## config.mk

```make
export PLATFORM = sky130hd
export DESIGN_NAME = iccm_port_arb_flat
export DESIGN_NICKNAME = d
export VERILOG_FILES = /design/src/rtl/iccm_arb_pkg.sv /design/src/rtl/iccm_port_arb_if.sv /design/src/rtl/iccm_wr_fifo.sv /design/src/rtl/iccm_port_arb.sv /design/src/flat_wrapper.sv
export SDC_FILE = /design/constraint.sdc
export NUM_CORES = 1
export LEC_CHECK = 0
export ABC_AREA = 1
export BUFFER_PORTS_ARGS = -buffer_cell sky130_fd_sc_hd__buf_4
export CORE_MARGIN = 4
export CORE_UTILIZATION = 35
export DETAILED_ROUTE_END_ITERATION = 12
export GPL_ROUTABILITY_DRIVEN = 0
export PLACE_DENSITY_LB_ADDON = 0.15
export SLEW_MARGIN = 20
export SYNTH_ARGS = -nofsm -noshare
export SYNTH_HDL_FRONTEND = slang
export SYNTH_SLANG_ARGS = --single-unit
```

## constraint.sdc

```tcl
create_clock -name clk_i -period 4.9 [get_ports clk_i]
set_input_delay 0.98 -clock clk_i [delete_from_list [all_inputs] [get_ports clk_i]]
set_output_delay 0.98 -clock clk_i [all_outputs]
set_load 0.01 [all_outputs]
```

## src/rtl/iccm_arb_pkg.sv

```systemverilog
// Shared types and defaults for the ICCM port arbiter.
package iccm_arb_pkg;

  // Default depth of the programmer write buffer
  localparam int WDEPTH_DEFAULT = 2;

  // Write-enable mask used for every programmer (FIFO) write
  localparam logic [3:0] FULL_WMASK = 4'hF;

  // Arbiter operating modes
  typedef enum logic [1:0] {
    IDLE  = 2'd0,
    PROG  = 2'd1,
    DRAIN = 2'd2
  } arbState_t;

endpackage

```

## src/rtl/iccm_port_arb_if.sv

```systemverilog
// Bundles the loader, host and SRAM-side signals of the ICCM port arbiter.
interface iccm_port_arb_if #(
  parameter int AW = 12,
  parameter int DW = 32
);
  logic          prog_i;
  logic          pw_we_i;
  logic [AW-1:0] pw_addr_i;
  logic [DW-1:0] pw_wdata_i;

  logic          h_req_i;
  logic          h_we_i;
  logic [AW-1:0] h_addr_i;
  logic [DW-1:0] h_wdata_i;
  logic [3:0]    h_wmask_i;
  logic          h_gnt_o;
  logic          h_rvalid_o;
  logic [DW-1:0] h_rdata_o;

  logic          csb_o;
  logic          web_o;
  logic [3:0]    wmask_o;
  logic [AW-1:0] addr_o;
  logic [DW-1:0] wdata_o;
  logic [DW-1:0] rdata_i;

  logic          busy_o;
  logic          ovf_o;
  logic [AW:0]   wr_cnt_o;

  modport slave (
    input  prog_i, pw_we_i, pw_addr_i, pw_wdata_i,
    input  h_req_i, h_we_i, h_addr_i, h_wdata_i, h_wmask_i,
    output h_gnt_o, h_rvalid_o, h_rdata_o,
    output csb_o, web_o, wmask_o, addr_o, wdata_o,
    input  rdata_i,
    output busy_o, ovf_o, wr_cnt_o
  );

  modport master (
    output prog_i, pw_we_i, pw_addr_i, pw_wdata_i,
    output h_req_i, h_we_i, h_addr_i, h_wdata_i, h_wmask_i,
    input  h_gnt_o, h_rvalid_o, h_rdata_o,
    input  csb_o, web_o, wmask_o, addr_o, wdata_o,
    output rdata_i,
    input  busy_o, ovf_o, wr_cnt_o
  );
endinterface

```

## src/rtl/iccm_wr_fifo.sv

```systemverilog
// Small circular FIFO buffering programmer writes; a push while full is
// only taken when a pop frees the head slot in the same cycle.
module iccm_wr_fifo #(
  parameter int WIDTH = 44,
  parameter int DEPTH = 2
) (
  input  logic             clk_i,
  input  logic             rst_i,
  input  logic             push_i,
  input  logic             pop_i,
  input  logic [WIDTH-1:0] data_i,
  output logic [WIDTH-1:0] head_o,
  output logic             full_o,
  output logic             empty_o
);
  localparam int PW = $clog2(DEPTH);

  logic [WIDTH-1:0] r_mem [DEPTH];
  logic [PW:0]      r_wrPtr;
  logic [PW:0]      r_rdPtr;
  logic             w_write;
  logic             w_read;

  assign empty_o = (r_wrPtr == r_rdPtr);
  assign full_o  = (r_wrPtr[PW] != r_rdPtr[PW]) &&
                   (r_wrPtr[PW-1:0] == r_rdPtr[PW-1:0]);
  assign w_read  = pop_i && !empty_o;
  assign w_write = push_i && (!full_o || w_read);
  assign head_o  = r_mem[r_rdPtr[PW-1:0]];

  // Pointer bookkeeping; reset simply forgets everything buffered
  always_ff @(posedge clk_i or posedge rst_i) begin
    if (rst_i) begin
      r_wrPtr <= '0;
      r_rdPtr <= '0;
    end else begin
      if (w_write) r_wrPtr <= r_wrPtr + (PW+1)'(1);
      if (w_read)  r_rdPtr <= r_rdPtr + (PW+1)'(1);
    end
  end

  // Storage needs no reset since the pointers mark it empty
  always_ff @(posedge clk_i) begin
    if (w_write) r_mem[r_wrPtr[PW-1:0]] <= data_i;
  end
endmodule

```

## src/rtl/iccm_port_arb.sv

```systemverilog
// Shares one single-port ICCM SRAM between the host bus and the UART boot
// loader, buffering loader writes and arbitrating round-robin when idle.
module iccm_port_arb
  import iccm_arb_pkg::*;
#(
  parameter int AW     = 12,
  parameter int DW     = 32,
  parameter int WDEPTH = WDEPTH_DEFAULT
) (
  input logic            clk_i,
  input logic            rst_i,
  iccm_port_arb_if.slave bus
);
  arbState_t     r_state;
  arbState_t     w_nextState;
  logic          w_fifoFull;
  logic          w_fifoEmpty;
  logic [AW+DW-1:0] w_head;
  logic [AW-1:0] w_headAddr;
  logic [DW-1:0] w_headData;
  logic          w_pop;
  logic          w_hostGnt;
  logic          r_lastFifo;
  logic          r_armed;
  logic          r_rvalid;
  logic          r_ovf;
  logic [AW:0]   r_wrCnt;
  logic [AW-1:0] r_addrHold;
  logic [DW-1:0] r_wdataHold;
  logic [3:0]    r_wmaskHold;

  iccm_wr_fifo #(
    .WIDTH (AW+DW),
    .DEPTH (WDEPTH)
  ) u_wrFifo (
    .clk_i   (clk_i),
    .rst_i   (rst_i),
    .push_i  (bus.pw_we_i),
    .pop_i   (w_pop),
    .data_i  ({bus.pw_addr_i, bus.pw_wdata_i}),
    .head_o  (w_head),
    .full_o  (w_fifoFull),
    .empty_o (w_fifoEmpty)
  );

  assign w_headAddr = w_head[AW+DW-1:DW];
  assign w_headData = w_head[DW-1:0];

  // Mode register plus one-cycle post-reset guard that blocks SRAM access
  always_ff @(posedge clk_i or posedge rst_i) begin
    if (rst_i) begin
      r_state <= IDLE;
      r_armed <= 1'b0;
    end else begin
      r_state <= w_nextState;
      r_armed <= 1'b1;
    end
  end

  // Mode transitions; a returning prog request wins over finishing the drain
  always_comb begin
    w_nextState = r_state;
    case (r_state)
      IDLE:    if (bus.prog_i) w_nextState = PROG;
      PROG:    if (!bus.prog_i) w_nextState = DRAIN;
      DRAIN: begin
        if (bus.prog_i)       w_nextState = PROG;
        else if (w_fifoEmpty) w_nextState = IDLE;
      end
      default: w_nextState = IDLE;
    endcase
  end

  // Pick this cycle's SRAM user; the loader owns the port outside IDLE
  always_comb begin
    w_pop     = 1'b0;
    w_hostGnt = 1'b0;
    if (r_armed) begin
      if (r_state == IDLE) begin
        if (bus.h_req_i && !w_fifoEmpty) begin
          if (r_lastFifo) w_hostGnt = 1'b1;
          else            w_pop     = 1'b1;
        end else if (bus.h_req_i) begin
          w_hostGnt = 1'b1;
        end else if (!w_fifoEmpty) begin
          w_pop = 1'b1;
        end
      end else begin
        w_pop = !w_fifoEmpty;
      end
    end
  end

  // SRAM port mux; address/data/mask keep their previous value when unused
  always_comb begin
    bus.csb_o   = 1'b1;
    bus.web_o   = 1'b1;
    bus.addr_o  = r_addrHold;
    bus.wdata_o = r_wdataHold;
    bus.wmask_o = r_wmaskHold;
    if (w_hostGnt) begin
      bus.csb_o   = 1'b0;
      bus.web_o   = ~bus.h_we_i;
      bus.addr_o  = bus.h_addr_i;
      bus.wdata_o = bus.h_wdata_i;
      bus.wmask_o = bus.h_wmask_i;
    end else if (w_pop) begin
      bus.csb_o   = 1'b0;
      bus.web_o   = 1'b0;
      bus.addr_o  = w_headAddr;
      bus.wdata_o = w_headData;
      bus.wmask_o = FULL_WMASK;
    end
  end

  // Remember the last driven SRAM address/data/mask for idle cycles
  always_ff @(posedge clk_i or posedge rst_i) begin
    if (rst_i) begin
      r_addrHold  <= '0;
      r_wdataHold <= '0;
      r_wmaskHold <= '0;
    end else if (w_hostGnt || w_pop) begin
      r_addrHold  <= bus.addr_o;
      r_wdataHold <= bus.wdata_o;
      r_wmaskHold <= bus.wmask_o;
    end
  end

  // Round-robin memory: only contention-capable IDLE grants move the pointer
  always_ff @(posedge clk_i or posedge rst_i) begin
    if (rst_i)                                  r_lastFifo <= 1'b0;
    else if (r_state == IDLE && (w_hostGnt || w_pop)) r_lastFifo <= w_pop;
  end

  // Read data from the SRAM arrives one cycle after a host read grant
  always_ff @(posedge clk_i or posedge rst_i) begin
    if (rst_i) r_rvalid <= 1'b0;
    else       r_rvalid <= w_hostGnt && !bus.h_we_i;
  end

  // Sticky flag for a loader write that found no room
  always_ff @(posedge clk_i or posedge rst_i) begin
    if (rst_i)                                        r_ovf <= 1'b0;
    else if (bus.pw_we_i && w_fifoFull && !w_pop)     r_ovf <= 1'b1;
  end

  // Saturating count of committed loader writes, restarted per programming session
  always_ff @(posedge clk_i or posedge rst_i) begin
    if (rst_i)                                      r_wrCnt <= '0;
    else if (r_state == IDLE && w_nextState == PROG) r_wrCnt <= '0;
    else if (w_pop && (r_wrCnt != {(AW+1){1'b1}}))  r_wrCnt <= r_wrCnt + (AW+1)'(1);
  end

  assign bus.h_gnt_o    = w_hostGnt;
  assign bus.h_rvalid_o = r_rvalid;
  assign bus.h_rdata_o  = bus.rdata_i;
  assign bus.busy_o     = (r_state != IDLE) || !w_fifoEmpty;
  assign bus.ovf_o      = r_ovf;
  assign bus.wr_cnt_o   = r_wrCnt;
endmodule

```

## src/flat_wrapper.sv

```systemverilog
// flat-port wrapper written by rule: the top's interface ports become plain ports
module iccm_port_arb_flat import iccm_arb_pkg::*;
#(
  parameter int AW     = 12,
  parameter int DW     = 32,
  parameter int WDEPTH = WDEPTH_DEFAULT
)
  (clk_i, rst_i, bus_prog_i, bus_pw_we_i, bus_pw_addr_i, bus_pw_wdata_i, bus_h_req_i, bus_h_we_i, bus_h_addr_i, bus_h_wdata_i, bus_h_wmask_i, bus_h_gnt_o, bus_h_rvalid_o, bus_h_rdata_o, bus_csb_o, bus_web_o, bus_wmask_o, bus_addr_o, bus_wdata_o, bus_rdata_i, bus_busy_o, bus_ovf_o, bus_wr_cnt_o);
  iccm_port_arb_if #(.AW(AW), .DW(DW)) bus_i ();
  input logic clk_i;
  input logic rst_i;
  input wire logic [$bits(bus_i.prog_i)-1:0] bus_prog_i;
  input wire logic [$bits(bus_i.pw_we_i)-1:0] bus_pw_we_i;
  input wire logic [$bits(bus_i.pw_addr_i)-1:0] bus_pw_addr_i;
  input wire logic [$bits(bus_i.pw_wdata_i)-1:0] bus_pw_wdata_i;
  input wire logic [$bits(bus_i.h_req_i)-1:0] bus_h_req_i;
  input wire logic [$bits(bus_i.h_we_i)-1:0] bus_h_we_i;
  input wire logic [$bits(bus_i.h_addr_i)-1:0] bus_h_addr_i;
  input wire logic [$bits(bus_i.h_wdata_i)-1:0] bus_h_wdata_i;
  input wire logic [$bits(bus_i.h_wmask_i)-1:0] bus_h_wmask_i;
  output wire logic [$bits(bus_i.h_gnt_o)-1:0] bus_h_gnt_o;
  output wire logic [$bits(bus_i.h_rvalid_o)-1:0] bus_h_rvalid_o;
  output wire logic [$bits(bus_i.h_rdata_o)-1:0] bus_h_rdata_o;
  output wire logic [$bits(bus_i.csb_o)-1:0] bus_csb_o;
  output wire logic [$bits(bus_i.web_o)-1:0] bus_web_o;
  output wire logic [$bits(bus_i.wmask_o)-1:0] bus_wmask_o;
  output wire logic [$bits(bus_i.addr_o)-1:0] bus_addr_o;
  output wire logic [$bits(bus_i.wdata_o)-1:0] bus_wdata_o;
  input wire logic [$bits(bus_i.rdata_i)-1:0] bus_rdata_i;
  output wire logic [$bits(bus_i.busy_o)-1:0] bus_busy_o;
  output wire logic [$bits(bus_i.ovf_o)-1:0] bus_ovf_o;
  output wire logic [$bits(bus_i.wr_cnt_o)-1:0] bus_wr_cnt_o;
  assign bus_i.prog_i = bus_prog_i;
  assign bus_i.pw_we_i = bus_pw_we_i;
  assign bus_i.pw_addr_i = bus_pw_addr_i;
  assign bus_i.pw_wdata_i = bus_pw_wdata_i;
  assign bus_i.h_req_i = bus_h_req_i;
  assign bus_i.h_we_i = bus_h_we_i;
  assign bus_i.h_addr_i = bus_h_addr_i;
  assign bus_i.h_wdata_i = bus_h_wdata_i;
  assign bus_i.h_wmask_i = bus_h_wmask_i;
  assign bus_h_gnt_o = bus_i.h_gnt_o;
  assign bus_h_rvalid_o = bus_i.h_rvalid_o;
  assign bus_h_rdata_o = bus_i.h_rdata_o;
  assign bus_csb_o = bus_i.csb_o;
  assign bus_web_o = bus_i.web_o;
  assign bus_wmask_o = bus_i.wmask_o;
  assign bus_addr_o = bus_i.addr_o;
  assign bus_wdata_o = bus_i.wdata_o;
  assign bus_i.rdata_i = bus_rdata_i;
  assign bus_busy_o = bus_i.busy_o;
  assign bus_ovf_o = bus_i.ovf_o;
  assign bus_wr_cnt_o = bus_i.wr_cnt_o;
  iccm_port_arb #(.AW(AW), .DW(DW), .WDEPTH(WDEPTH)) u_core (.clk_i(clk_i), .rst_i(rst_i), .bus(bus_i));
endmodule
```

==> flow_metrics.tcl <==
set metrics [dict create \
    grt-ovfl-total 0 \
    wire_per_inst_um 14.04 \
    p_clk_share_pct 24.4 \
    clockRootBuffer "clkbuf_16" \
    nFillCells 2045 \
    power.leakage_nw 4.698 \
    die_h_um 153.3 \
    grt_max_degree 52 \
    clk_latency_ns 0.42 \
    ir_drop_uv 250.4 \
    synth_compound_area_share_pct 0.5759 \
    timing.max_cap.violations 0 \
    fin_crit_ns 3.542 \
    synth_xor_area_share_pct 0.7114 \
    clock_skew_ns 0.008828 \
    hpwlAfterDp_mm 11.49 \
    power_frac_seq_pct 36.2 \
    antenna_left 0 \
    cts_resized 0 \
    cts_inserted_buffers 17 \
    via_per_inst 4.436 \
    drc 0 \
    antenna_cells 0 \
    fmax_mhz 282.3 \
    p_per_area_nw_per_um2 604.9 \
    post_dp_cell_area_um2 8611 \
    synth_cell_types 27 \
    cp.arrival_ns 2.56 \
    drive_gt1_share_pct 24.82 \
    grt_pass1_wl_mm 28.62 \
    port_buffers 164 \
    synth_top_area_share_pct 35.77 \
    postSynthCellCount 847 \
    crit_path_start_kind "input pin" \
    synthSimpleGateAreaFrac_pct 31.74 \
    slowest_stage "nor2_4" \
    vias 5576 \
    rows 52 \
    post-route-util_pct 45.00 \
    synth_warnings 0 \
    p_sw_mw 2.110 \
    cp-end-kind "primary output" \
    yosysTopAreaCell "edfxtp_1" \
    worst_slew_pin_slew_ns 0.8414 \
    synth_top_family_by_area "simple AND/OR/NAND/NOR gates" \
    grtUsageTotal_pct 15.29 \
    multi_input_area_um2 2466 \
    timing.slew.headroom_pct 43.90 \
    cts_tree "yes" \
    syn-num-nets 978 \
    crit_path_max_incr_delay_ns 0.48 \
    h-tree-depth 4 \
    clockBufferDepth 2 \
    drt_iter0_markers 214 \
    totalWireLength_mm 17.65 \
    postCtsSetupRepairBufs 0 \
    syn_to_final_growth_pct 24.85 \
    first_pass_iters 4 \
    clock-sinks 159 \
    timing.final.max_slew_violations 0 \
    min_period_over_period_pct 72.29 \
    cpMostUsedCell "nand2_1" \
    yosysSeqAreaShare_pct 59.82 \
    fin_setup_tns_ns 0 \
    avgSynthCellArea_um2 8.721 \
    synth_fa_ha_area_share_pct 0.1694 \
    mostFrequentLayoutCell "nand2_1" \
    worst-path-max-fanout 33 \
    pin_count 229 \
    crit_required_ns 3.92 \
    final-hold-violation-count 0 \
    dieArea_um2 23490 \
    nNetsFinal 1105 \
    die_w_um 153.3 \
    path_clk_slew_ns 0.06 \
    status "complete, no violations" \
    hold_class "reg2reg" \
    combPwrFrac_pct 39.4 \
    fin_area_um2 9223 \
    core_um2 20490 \
    worstSetupPathType "in2out" \
    ys_ff_latch 159 \
    synth_mux_area_share_pct 0 \
    synthesis.area_um2 7387 \
    fin_hold_ws_ns 0.4868 \
    worstPathCellList "buf_4 -> nand3_1 -> nand2_1 -> nor2_4 -> buf_12 -> nand2_1 -> nand2_1 -> nand2_1 -> nand2_1 -> buf_4" \
    final_cell_mix "nand2_1, buf_4, edfxtp_1, dfrtp_1, nor2_1" \
    seq_area_um2 4420 \
    setup-violations-final 0 \
    antenna_found_initial 0 \
    synth_area_leaders "edfxtp_1, nand2_1, dfrtp_1" \
    grt_pass1_vias 5575 \
    cts_hold_buf 0 \
    switching_share_pct 37.83 \
    internal_power_mw 3.468 \
    rsz0062_at_grt "false" \
    start_util_pct 36.04 \
    p_total_mw 5.578 \
]
-- layer usage --
metal | up-vias | global-route usage [%] | wire length, µm
li1 | 2873 | - | -
met1 | 2553 | 18.72 | 7830
met2 | 133 | 26.52 | 8676
met3 | 17 | 4.354 | 957
met4 | 0 | 4.115 | 185
met5 | - | 0 | 0
-- critical path, delay by kind of cell --
kind                   cells  cell delay [ns]
AND/OR/NAND/NOR            7             1.01
buffers and inverters      3             0.53
-- synthesized netlist by cell type --
master,n
a21o_1,1
a21oi_1,1
a31o_2,1
and3_1,1
buf_2,13
buf_4,34
buf_6,6
clkbuf_1,10
conb_1,1
dfrtp_1,71
edfxtp_1,88
ha_1,1
inv_1,17
inv_2,6
nand2_1,488
nand2_2,23
nand3_1,27
nand3_2,1
nand4_1,4
nor2_1,36
nor2_2,3
nor2_4,3
nor3_1,1
o21ai_0,3
o22ai_1,1
xnor2_1,1
xor2_1,5
-- flip-flops by register name (all words and copies together), names as in the netlist --
| signal | flops |
|---|---|
| u_core.bus.wr_cnt_o | 13 |
| u_core.bus.h_rvalid_o | 1 |
| u_core.r_wmaskHold | 4 |
| u_core.u_wrFifo.r_mem | 88 |
| u_core.r_state | 2 |
| u_core.u_wrFifo.r_wrPtr | 2 |
| u_core.r_addrHold | 12 |
| u_core.r_lastFifo | 1 |
| u_core.r_wdataHold | 32 |
| u_core.u_wrFifo.r_rdPtr | 2 |
| u_core.r_armed | 1 |
| u_core.bus.ovf_o | 1 |
-- stage by stage --
stage                     std cells  worst slack (ns)
after floorplan                 847             1.207
after global placement         1225             1.344
after detailed placement       1225             1.306
after CTS                      1257             1.276
after global routing           1257             1.129
final                          1257             1.358
-- worst paths after layout --
check	from	endpoint	slack, ns	depth (start not counted)
setup / recovery	bus_h_req_i	bus_wdata_o[19]	1.36	10
hold / removal	u_core.bus.ovf_o$_DFFE_PP0P_	u_core.bus.ovf_o$_DFFE_PP0P_	0.49	1
setup reg to reg	u_core.u_wrFifo.r_rdPtr[0]$_DFFE_PP0P_	u_core.bus.wr_cnt_o[3]$_DFFE_PP0P_	2.50	10
hold reg to reg	u_core.bus.ovf_o$_DFFE_PP0P_	u_core.bus.ovf_o$_DFFE_PP0P_	0.49	1
max in group asynchronous	rst_i	u_core.u_wrFifo.r_rdPtr[0]$_DFFE_PP0P_	3.29	3
min in group asynchronous	rst_i	u_core.r_addrHold[7]$_DFFE_PP0N_	0.63	2
-- cell type report --
cell class,count,share of cell area (%)
inverter,23,0.9768
multi-input combinational,602,26.74
tap,270,3.663
timing repair buffer,171,14.06
clock inverter,14,1.872
sequential,159,47.93
clock buffer,18,4.762
-- power by group through the flow --
stage / clock network [mW] / logic (mW) / registers (mW)
6_report: 1.36 / 2.20 / 2.02
5_1_grt: 1.46 / 2.51 / 2.07
4_1_cts: 1.39 / 2.27 / 2.02
3_5_place_dp: 0 / 2.26 / 2.05
3_3_place_gp: 0 / 2.25 / 2.05
2_1_floorplan: 0 / 1.44 / 2.02
-- cells by family after synthesis --
group           Yosys count
compound gates            7
xor+xnor                  6
fa+ha+maj                 1
buf+inv                  86
flops                   159
other cells               1
simple gates            587
No activity file was read; power rests on OpenSTA's default activity.
